==> src/rtl/ram_arbiter.sv <==
// Round-robin arbiter sharing the single LITE-16 data RAM port between the CPU (port 0)
// and the debug/DMA loader (port 1), with bounded locked sequences and registered responses.
module ram_arbiter #(
    parameter int DEPTH    = 128,
    parameter int MAX_LOCK = 8
) (
    input  logic        clk,
    input  logic        rst,
    input  logic        m0_req,
    input  logic        m0_we,
    input  logic        m0_lock,
    input  logic [15:0] m0_addr,
    input  logic [15:0] m0_wdata,
    output logic        m0_gnt,
    output logic        m0_rsp_valid,
    output logic [15:0] m0_rdata,
    output logic        m0_err,
    input  logic        m1_req,
    input  logic        m1_we,
    input  logic        m1_lock,
    input  logic [15:0] m1_addr,
    input  logic [15:0] m1_wdata,
    output logic        m1_gnt,
    output logic        m1_rsp_valid,
    output logic [15:0] m1_rdata,
    output logic        m1_err,
    output logic [15:0] ram_address,
    output logic [15:0] ram_data_in,
    output logic        ram_store,
    output logic        ram_load,
    input  logic [15:0] ram_data_out,
    output logic [1:0]  dbg_state
);
    // Handshake: a port holds req/we/lock/addr/wdata stable until it sees gnt; the access
    // transfers at the posedge where req & gnt, and its response pulses rsp_valid one cycle later.

    localparam int CNT_W = $clog2(MAX_LOCK + 1);
    localparam logic [CNT_W-1:0] MAX_CNT = CNT_W'(MAX_LOCK);

    typedef enum logic [1:0] {IDLE = 2'd0, OWN0 = 2'd1, OWN1 = 2'd2} state_t;

    state_t           state_q, state_d;
    logic             last_q, last_d;
    logic [CNT_W-1:0] lock_cnt_q, lock_cnt_d;
    logic             m0_rsp_valid_q, m0_rsp_valid_d, m0_err_q, m0_err_d;
    logic             m1_rsp_valid_q, m1_rsp_valid_d, m1_err_q, m1_err_d;
    logic [15:0]      m0_rdata_q, m0_rdata_d, m1_rdata_q, m1_rdata_d;

    logic        any_gnt, owned, in_range;
    logic        acc_we, acc_lock;
    logic [15:0] acc_addr, acc_wdata, load_data;
    logic [CNT_W-1:0] cnt_next;

    always_ff @(posedge clk or posedge rst) begin
        if (rst) begin
            state_q        <= IDLE;
            last_q         <= 1'b1;
            lock_cnt_q     <= '0;
            m0_rsp_valid_q <= 1'b0;
            m0_rdata_q     <= '0;
            m0_err_q       <= 1'b0;
            m1_rsp_valid_q <= 1'b0;
            m1_rdata_q     <= '0;
            m1_err_q       <= 1'b0;
        end else begin
            state_q        <= state_d;
            last_q         <= last_d;
            lock_cnt_q     <= lock_cnt_d;
            m0_rsp_valid_q <= m0_rsp_valid_d;
            m0_rdata_q     <= m0_rdata_d;
            m0_err_q       <= m0_err_d;
            m1_rsp_valid_q <= m1_rsp_valid_d;
            m1_rdata_q     <= m1_rdata_d;
            m1_err_q       <= m1_err_d;
        end
    end

    // Grant and RAM drive; an owner that drops req releases in the same cycle.
    always_comb begin
        m0_gnt = 1'b0;
        m1_gnt = 1'b0;
        if (state_q == OWN0 && m0_req) begin
            m0_gnt = 1'b1;
        end else if (state_q == OWN1 && m1_req) begin
            m1_gnt = 1'b1;
        end else if (m0_req && m1_req) begin
            m0_gnt = last_q;
            m1_gnt = ~last_q;
        end else begin
            m0_gnt = m0_req;
            m1_gnt = m1_req;
        end
        any_gnt   = m0_gnt | m1_gnt;
        acc_we    = m1_gnt ? m1_we    : m0_we;
        acc_lock  = m1_gnt ? m1_lock  : m0_lock;
        acc_addr  = m1_gnt ? m1_addr  : m0_addr;
        acc_wdata = m1_gnt ? m1_wdata : m0_wdata;
        in_range  = acc_addr < 16'(DEPTH);
        ram_address = '0;
        ram_data_in = '0;
        ram_store   = 1'b0;
        ram_load    = 1'b0;
        if (any_gnt && in_range) begin
            ram_address = acc_addr;
            ram_data_in = acc_wdata;
            ram_store   = acc_we;
            ram_load    = ~acc_we;
        end
    end

    always_comb begin
        state_d    = IDLE;
        last_d     = last_q;
        lock_cnt_d = '0;
        owned      = (state_q == OWN0 && m0_gnt) || (state_q == OWN1 && m1_gnt);
        cnt_next   = owned ? lock_cnt_q + CNT_W'(1) : CNT_W'(1);
        if (any_gnt) begin
            last_d = m1_gnt;
            // Reaching MAX_LOCK forces a release; last then favours the other port.
            if (acc_lock && cnt_next < MAX_CNT) begin
                state_d    = m1_gnt ? OWN1 : OWN0;
                lock_cnt_d = cnt_next;
            end
        end
    end

    always_comb begin
        load_data      = (in_range && !acc_we) ? ram_data_out : 16'h0000;
        m0_rsp_valid_d = m0_gnt;
        m1_rsp_valid_d = m1_gnt;
        m0_rdata_d     = m0_gnt ? load_data : m0_rdata_q;
        m1_rdata_d     = m1_gnt ? load_data : m1_rdata_q;
        m0_err_d       = m0_gnt ? ~in_range : m0_err_q;
        m1_err_d       = m1_gnt ? ~in_range : m1_err_q;
    end

    assign m0_rsp_valid = m0_rsp_valid_q;
    assign m0_rdata     = m0_rdata_q;
    assign m0_err       = m0_err_q;
    assign m1_rsp_valid = m1_rsp_valid_q;
    assign m1_rdata     = m1_rdata_q;
    assign m1_err       = m1_err_q;
    assign dbg_state    = state_q;

endmodule

==> config.mk <==
export PLATFORM = sky130hd
export DESIGN_NAME = ram_arbiter
export DESIGN_NICKNAME = d
export VERILOG_FILES = /design/src/rtl/ram_arbiter.sv
export SDC_FILE = /design/constraint.sdc
export NUM_CORES = 1
export LEC_CHECK = 0
export CAP_MARGIN = 20
export CELL_PAD_IN_SITES_DETAIL_PLACEMENT = 1
export CELL_PAD_IN_SITES_GLOBAL_PLACEMENT = 2
export CORE_UTILIZATION = 20
export CTS_CLUSTER_SIZE = 30
export DETAILED_ROUTE_END_ITERATION = 8
export PLACE_DENSITY_LB_ADDON = 0.1
export SKIP_LAST_GASP = 1
export SLEW_MARGIN = 20
export SYNTH_ARGS = -nofsm -noshare
export SYNTH_HDL_FRONTEND = slang
export SYNTH_SLANG_ARGS = --single-unit
==> constraint.sdc <==
create_clock -name clk -period 2.65 [get_ports clk]
set_input_delay 0.3975 -clock clk [delete_from_list [all_inputs] [get_ports clk]]
set_output_delay 0.3975 -clock clk [all_outputs]
set_load 0.05 [all_outputs]
Word level (Yosys, flattened, before mapping). Index checks and enable logic that the tools add are counted.

Reduce and logical (&&, ||, !) cells: 10. Add/sub/neg operators: 1. Bitwise operators: 4. Equality and inequality tests: 2. Multiplexer cells: 21. Magnitude comparators: 2.

Operators by type and width (number): $mux 16 (5); $lt 16x8->1 const B (1); $mux 4 (3); $mux 1 (10); $logic_and 1x1->1 (8); $mux 2 (3); $add 4x1->4 const B (1); $lt 4x4->1 const B (1); $not 1->1 (3); $eq 2x1->1 const B (1); $eq 2x2->1 const B (1); $logic_not 1->1 (1); $logic_or 1x1->1 (1); $or 1x1->1 (1).

Output and inout bits: 74. Logic and storage cells: 49. Bits in registers: 43.

Depth between registers and ports, before layout. Gate-level depths: netlist of run 1.

Word-level depth: 11. Gate-level depth with buffers: 7.

Worst setup path before layout of run 1. OpenSTA, ideal clock, no wires.

Kind: reg2out. Start point: reg state_q[1], in the netlist dbg_state[1]. End point: out ram_store. Setup slack: -0.432 ns. Stages on the path, launching flop included: 6. Data arrival time: 2.684 ns. Cells stage by stage: dfrtp_1 -> nor2b_1 -> o211ai_2 -> buf_6 -> mux2_4 -> nor3b_1.

Longest elaborated chain between the ends: 8.

RTL lines: from (decl) (RTL line 42) `state_t state_q, state_d;`; from (signal assigned) (RTL line 66) `state_q <= state_d;`; $eq 2x2->1 (RTL line 84) `end else if (state_q == OWN1 && m1_req) begin`; $logic_and 1x1->1 (RTL line 84); $mux 1 (RTL line 84); $mux 1 (RTL line 82) `if (state_q == OWN0 && m0_req) begin`; $mux 16 (RTL line 96) `acc_addr = m1_gnt ? m1_addr : m0_addr;`; $lt 16x8->1 (RTL line 98) `in_range = acc_addr < 16'(DEPTH);`; $logic_and 1x1->1 (RTL line 103) `if (any_gnt && in_range) begin`; $mux 1 (*) (RTL line 103); to (decl) (RTL line 29) `output logic ram_store,`.

Every way passes the cells marked *; elsewhere a longest branch is shown, timed or not.

Worst setup path after layout of run 1.
Start point: in m0_addr[12]. End point: out ram_data_in[12].

Longest elaborated chain between the ends: 4.

RTL lines: from (decl) (RTL line 12) `input logic [15:0] m0_addr,`; $mux 16 (RTL line 96); $lt 16x8->1 (RTL line 98); $logic_and 1x1->1 (RTL line 103); $mux 16 (RTL line 103); to (decl) (RTL line 28) `output logic [15:0] ram_data_in,`.

Every way passes these cells.

==> flow_summary.json, run 1 <==
{
  "status": "finished clean",
  "vias": 2354,
  "path_clk_slew_ps": 70,
  "start_util_pct": 20.5,
  "period_minus_slack_ps": 2570,
  "rsz0062_at_grt": "yes",
  "ys_seq_area_share_pct": 44.0,
  "critPathKind": "in2out",
  "timing.hold.ws_ps": 490,
  "portBuffers": 152,
  "synth_top_area_share_pct": 42.9,
  "hold_viol_final": 0,
  "hp-class": "in2async",
  "wl_per_cell_um": 18.3,
  "drcViolationCount": 0,
  "preCtsSetupSlack_ps": -214,
  "cpPeakStageDelay_ps": 420,
  "slew_headroom_pct": 62.8,
  "pwr-share-clk_pct": 40.9,
  "drtAntennaViolNets": 0,
  "h-tree-depth": 2,
  "fp.dieW_um": 113,
  "cp_common_cell": "buf_12",
  "ys_seq_elements": 43,
  "critPathSlowestCell": "clkdlybuf4s50_1",
  "wl_um": 9430,
  "grt_pass1_wl_um": 14700,
  "place_congestion": 0.696,
  "fin_ws_ps": 82.7,
  "cp-start-kind": "input pin",
  "fin_crit_sh_pct": 96.9,
  "n_antenna_cell": 0,
  "firstDrtPassIters": 4,
  "tns_ps": 0,
  "placed_area_um2": 4520,
  "final_util_pct": 39.8,
  "maxCapViolations": 0,
  "clock_skew_ps": 8.60,
  "io_pins": 162,
  "p_comb_share_pct": 24.1,
  "critPathMaxFanout": 13,
  "crit_chain": "clkdlybuf4s50_1, nor4_2, nand3_1, mux2_4, buf_12, nor3_2, buf_12",
  "cts_tree": "built",
  "synth_area_leader_cell": "dfrtp_1",
  "p_leak_uw": 0.00191,
  "irDropWorstVdd_mv": 0.207,
  "fmax_mhz": 390,
  "synth_area_leaders": "dfrtp_1 43%, nor3_2 10%, mux2i_1 9.8%",
  "clk_latency_ps": 280,
  "worst_pin_slew_ps": 557,
  "grt_max_degree": 26,
  "cts_buffers": 5,
  "syn_area_per_cell_um2": 11.7,
  "dp_hpwl_um": 7050,
  "fp.dieArea_um2": 12700,
  "p_int_uw": 1420,
  "layout-drive-gt1-share_pct": 24.1,
  "p_switching_uw": 517,
  "via_per_inst": 4.56,
  "clock_path_buffers": 2,
  "synth_warnings": 0,
  "end_kind": "output pin",
  "ys_types": 34,
  "clkSinkCount": 43,
  "setup_viol": 0,
  "areaGrowthSynthToFinish_pct": 94.5,
  "track_usage_pct": 14.8,
  "cp.arrival_ps": 2170,
  "nets": 457,
  "sw_frac_of_total_pct": 26.7,
  "fin_area_um2": 4760,
  "p_seq_share_pct": 35.0,
  "drv_slew": 0,
  "syn-cell-area_um2": 2450,
  "antenna_found_initial": 0,
  "clockRootBuffer": "clkbuf_16",
  "drt_iter0_drc": 42,
  "grt-ovfl-total": 0,
  "core_area_um2": 12000,
  "syn_inst": 210,
  "crit_required_ps": 2250,
  "cellPowerDensity_nw_per_um2": 407,
  "rows": 40,
  "die_h_um": 113,
  "grt_pass1_vias": 2491,
  "hold_buffers": 0
}
==> worst paths after layout <==
check | to | from | cells after the start | slack, ps
max | ram_data_in[12] | m0_addr[12] | 7 | 80
min | m0_rdata[8] | rst | 2 | 490
max reg2reg | lock_cnt_q[2] | last_q | 6 | 670
min reg2reg | m0_err | m0_err | 1 | 490
max in group asynchronous | m0_rdata[11] | rst | 3 | 1570
min in group clk | m0_err | m0_err | 1 | 490
==> per-layer routing <==
metal | part of all wire [%] | vias to the layer above | track usage (%)
li1 | - | 1104 | -
met1 | 45 | 1142 | 19.4
met2 | 47 | 106 | 24.4
met3 | 7.5 | 2 | 3.73
met4 | 0.46 | 0 | 3.47
met5 | 0 | - | 0
==> state kept, by name, indices dropped and copies added (netlist names) <==
name and count:
dbg_state 2, last_q 1, lock_cnt_q 4, m0_err 1, m0_rdata 16, m0_rsp_valid 1
m1_err 1, m1_rdata 16, m1_rsp_valid 1
==> metrics by stage <==
step,power [µW],instances
2_1_floorplan,934,219
3_3_place_gp,1150,508
3_5_place_dp,1150,508
4_1_cts,1970,516
5_1_grt,2020,516
6_report,1940,516
==> power by group through the flow <==
stage	logic, µW	registers [µW]	clock network (µW)
detailed placement	464	690	0
floorplan	224	710	0
global route	500	679	845
CTS	472	678	816
global placement	462	690	0
finish	466	678	792
==> layout make-up <==
cell class,count,area [µm²]
Timing Repair Buffer,169,1950
Sequential cell,43,1080
Clock buffer,6,129
Inverter,6,22.5
Tap cell,147,184
Multi-Input combinational cell,143,1340
Clock inverter,2,60.1
Fill cell,1259,7200
==> cells by family (layout without fill, tap and decap cells) <==
kind of cell	after synthesis	in the layout	synth area share, %
AOI/OAI and AO/OA	53	53	19.2
xor gates and xnor gates	2	2	0.716
adders and majority gates	2	2	0.971
buffers and inverters	33	183	7.82
DFF	43	43	44.0
muxes	28	28	11.8
other	1	10	0.153
and+or+nand+nor	48	48	15.3
==> worst max-delay path, delay by kind of cell <==
family | cells | cell delay [ps]
multiplexers | 1 | 320
AND/OR/NAND/NOR | 3 | 680
buffers and inverters | 3 | 750
==> what timing repair did <==
| item | in CTS | in global routing |
|---|---|---|
| setup endpoints to repair | 25 | 17 |
| gates resized for setup | 5 | 4 |
| pin swaps | 0 | 1 |
| buffers inserted | 0 | 0 |
| cloned | 0 | 0 |
==> Yosys cell counts <==
library cell and number:
o2bb2ai_1 16, nor4b_1 1, xor2_1 1, o21ai_4 1
buf_4 11, nor3b_1 2, nor2_1 3, nand3_1 3
nor3_1 4, conb_1 1, clkbuf_1 5, nor4_1 3
o21a_1 1, dfrtp_1 42, buf_2 9, dfstp_2 1
a22o_1 16, inv_1 4, nand2_1 4, a21o_1 1
a21oi_1 1, mux2i_1 24, nor2b_1 1, mux2_1 3
ha_1 1, maj3_2 1, o2111ai_1 16, buf_6 2
o211ai_2 1, nor3_2 25, nand3b_1 2, inv_2 2
xnor2_1 1, mux2_4 1
==> layout by cell type, fill, tap and decap left out, types with 4 or more instances in the layout <==
master             n
a22o_1            16
buf_12            29
buf_4             14
clkbuf_16          5
clkdlybuf4s50_1  124
conb_1            10
dfrtp_1           42
mux2i_1           23
nand2_1            4
nor3_1             4
nor3_2            13
nor3_4            12
o2111ai_1         16
o2bb2ai_1         16
Power figures use the tool's default switching activity.
==> inputs of run 2 (changes only) <==
--- a/config.mk
+++ b/config.mk
@@ -5,7 +5,6 @@
 export SDC_FILE = /design/constraint.sdc
 export NUM_CORES = 1
 export LEC_CHECK = 0
-export CAP_MARGIN = 20
 export CELL_PAD_IN_SITES_DETAIL_PLACEMENT = 1
 export CELL_PAD_IN_SITES_GLOBAL_PLACEMENT = 2
 export CORE_UTILIZATION = 20
==> results of run 2 <==
The final DEF is identical to that of run 1; final timing and power are the same.
==> inputs of run 3 (changes only) <==
--- a/config.mk
+++ b/config.mk
@@ -11,6 +11,7 @@
 export CTS_CLUSTER_SIZE = 30
 export DETAILED_ROUTE_END_ITERATION = 8
 export PLACE_DENSITY_LB_ADDON = 0.1
+export SKIP_CTS_REPAIR_TIMING = 1
 export SKIP_LAST_GASP = 1
 export SLEW_MARGIN = 20
 export SYNTH_ARGS = -nofsm -noshare
==> run 3 against run 2 <==
Routed wire length is 0.18% higher. Die area stayed put. Via count is 0.38% higher. Critical endpoint unchanged.
==> flow_summary.json, run 3 (synthesized netlist as in run 1, its figures left out) <==
{
  "wl_per_cell_um": 18.3,
  "cp-start-kind": "input pin",
  "clockRootBuffer": "clkbuf_16",
  "via_per_inst": 4.58,
  "drv_slew": 0,
  "setup_viol": 0,
  "place_congestion": 0.696,
  "cp.buffers_inverters": 3,
  "fp.dieW_um": 113,
  "irDropWorstVdd_mv": 0.207,
  "worst_pin_slew_ps": 557,
  "fin_area_um2": 4780,
  "period_minus_slack_ps": 2580,
  "grt_max_degree": 26,
  "r2r_setup_slack_ps": 660,
  "clock_skew_ps": 8.60,
  "num-fill-cells": 1260,
  "final_cell_mix": "124 x clkdlybuf4s50_1, 42 x dfrtp_1, 29 x buf_12",
  "crit_required_ps": 2250,
  "cts_buffers": 5,
  "slew_headroom_pct": 62.8,
  "total_power_uw": 1940,
  "path_clk_slew_ps": 70,
  "end_kind": "output pin",
  "die_h_um": 113,
  "drtAntennaViolNets": 0,
  "drcViolationCount": 0,
  "p_leak_uw": 0.00192,
  "io_pins": 162,
  "status": "finished clean",
  "hp-class": "in2async",
  "fp.dieArea_um2": 12700,
  "h-tree-depth": 2,
  "final_util_pct": 39.9,
  "core_area_um2": 12000,
  "fin_crit_sh_pct": 97.2,
  "antenna_found_initial": 0,
  "firstDrtPassIters": 4,
  "critPathSlowestCell": "clkdlybuf4s50_1",
  "nets": 457,
  "portBuffers": 152,
  "crit_family": "buffers and inverters",
  "dp_hpwl_um": 7050,
  "cts_tree": "built",
  "rsz0062_at_grt": "yes",
  "track_usage_pct": 14.8,
  "grt-ovfl-total": 0,
  "drt_iter0_drc": 46,
  "layout-drive-gt1-share_pct": 24.4,
  "cp.arrival_ps": 2180,
  "cpPeakStageDelay_ps": 420,
  "hold_viol_final": 0,
  "wl_um": 9450,
  "n_antenna_cell": 0,
  "placed_area_um2": 4520,
  "crit_chain": "clkdlybuf4s50_1, nor4_2, nand3_1, mux2_4, buf_12, nor3_2, buf_12",
  "vias": 2363,
  "critPathKind": "in2out",
  "grt_pass1_vias": 2484,
  "clock_path_buffers": 2,
  "maxCapViolations": 0,
  "clkSinkCount": 43,
  "clk_latency_ps": 280,
  "grt_pass1_wl_um": 14700,
  "critPathMaxFanout": 13,
  "areaGrowthSynthToFinish_pct": 95.2,
  "fmax_mhz": 388,
  "cellPowerDensity_nw_per_um2": 406,
  "cp_common_cell": "buf_12",
  "start_util_pct": 20.5,
  "layout.cells.most_common": "clkdlybuf4s50_1",
  "rows": 40
}
## run 3: cell count changes in the layout (fill, tap and decap cells not counted), sizes merged
cell and delta:
dlygate4sd2 -1, dlymetal6s2s +1
## run 3: worst reg2reg max path, cell delays in order (launching register included)
cell and delay, ps:
dfstp_2 550, nand2_1 90, o211ai_4 230, buf_6 210
buf_4 290, mux2i_1 180, nor4_1 330
## run 3: routing by layer
| metal | part of all wire (%) | track usage (%) |
|---|---|---|
| met3 | 7.7 | 3.73 |
| met5 | 0 | 0 |
| met4 | 0.45 | 3.47 |
| met1 | 45 | 19.6 |
| met2 | 47 | 24.4 |
## run 3: layout make-up
cell class                      instances  area [µm²]  share of cell area, %
Timing Repair Buffer                  169        1950                   40.8
Clock inverter                          2        60.1                   1.26
Sequential cell                        43        1080                   22.6
Inverter                                6        22.5                  0.471
Tap cell                              147         184                   3.85
Clock buffer                            6         129                   2.70
Multi-Input combinational cell        143        1350                   28.3
## run 3: worst paths after layout
path	startpoint	to	cells after the start
max	m0_addr[12]	ram_data_in[12]	7
min	rst	m0_rdata[8]	2
max reg2reg	last_q	lock_cnt_q[2]	6
min reg2reg	m0_err	m0_err	1
max in group asynchronous	rst	m0_rdata[11]	3
min in group clk	m0_err	m0_err	1
## run 3: metrics by stage
step	TNS (ps)	worst slack (ps)	hold WS (ps)	std cells
finish	0	73.9	489	516
global route	-55.1	-23.8	511	516
CTS	-2520	-220	497	516
detailed placement	-2340	-214	473	508
global placement	-2290	-186	471	508
floorplan	-1780	-127	504	219
## run 3: where the power goes
group	internal, µW	switching, µW	total (µW)
Sequential	670	8.23	678
Clock	541	251	792
Combinational	209	260	469
Total	1420	519	1940
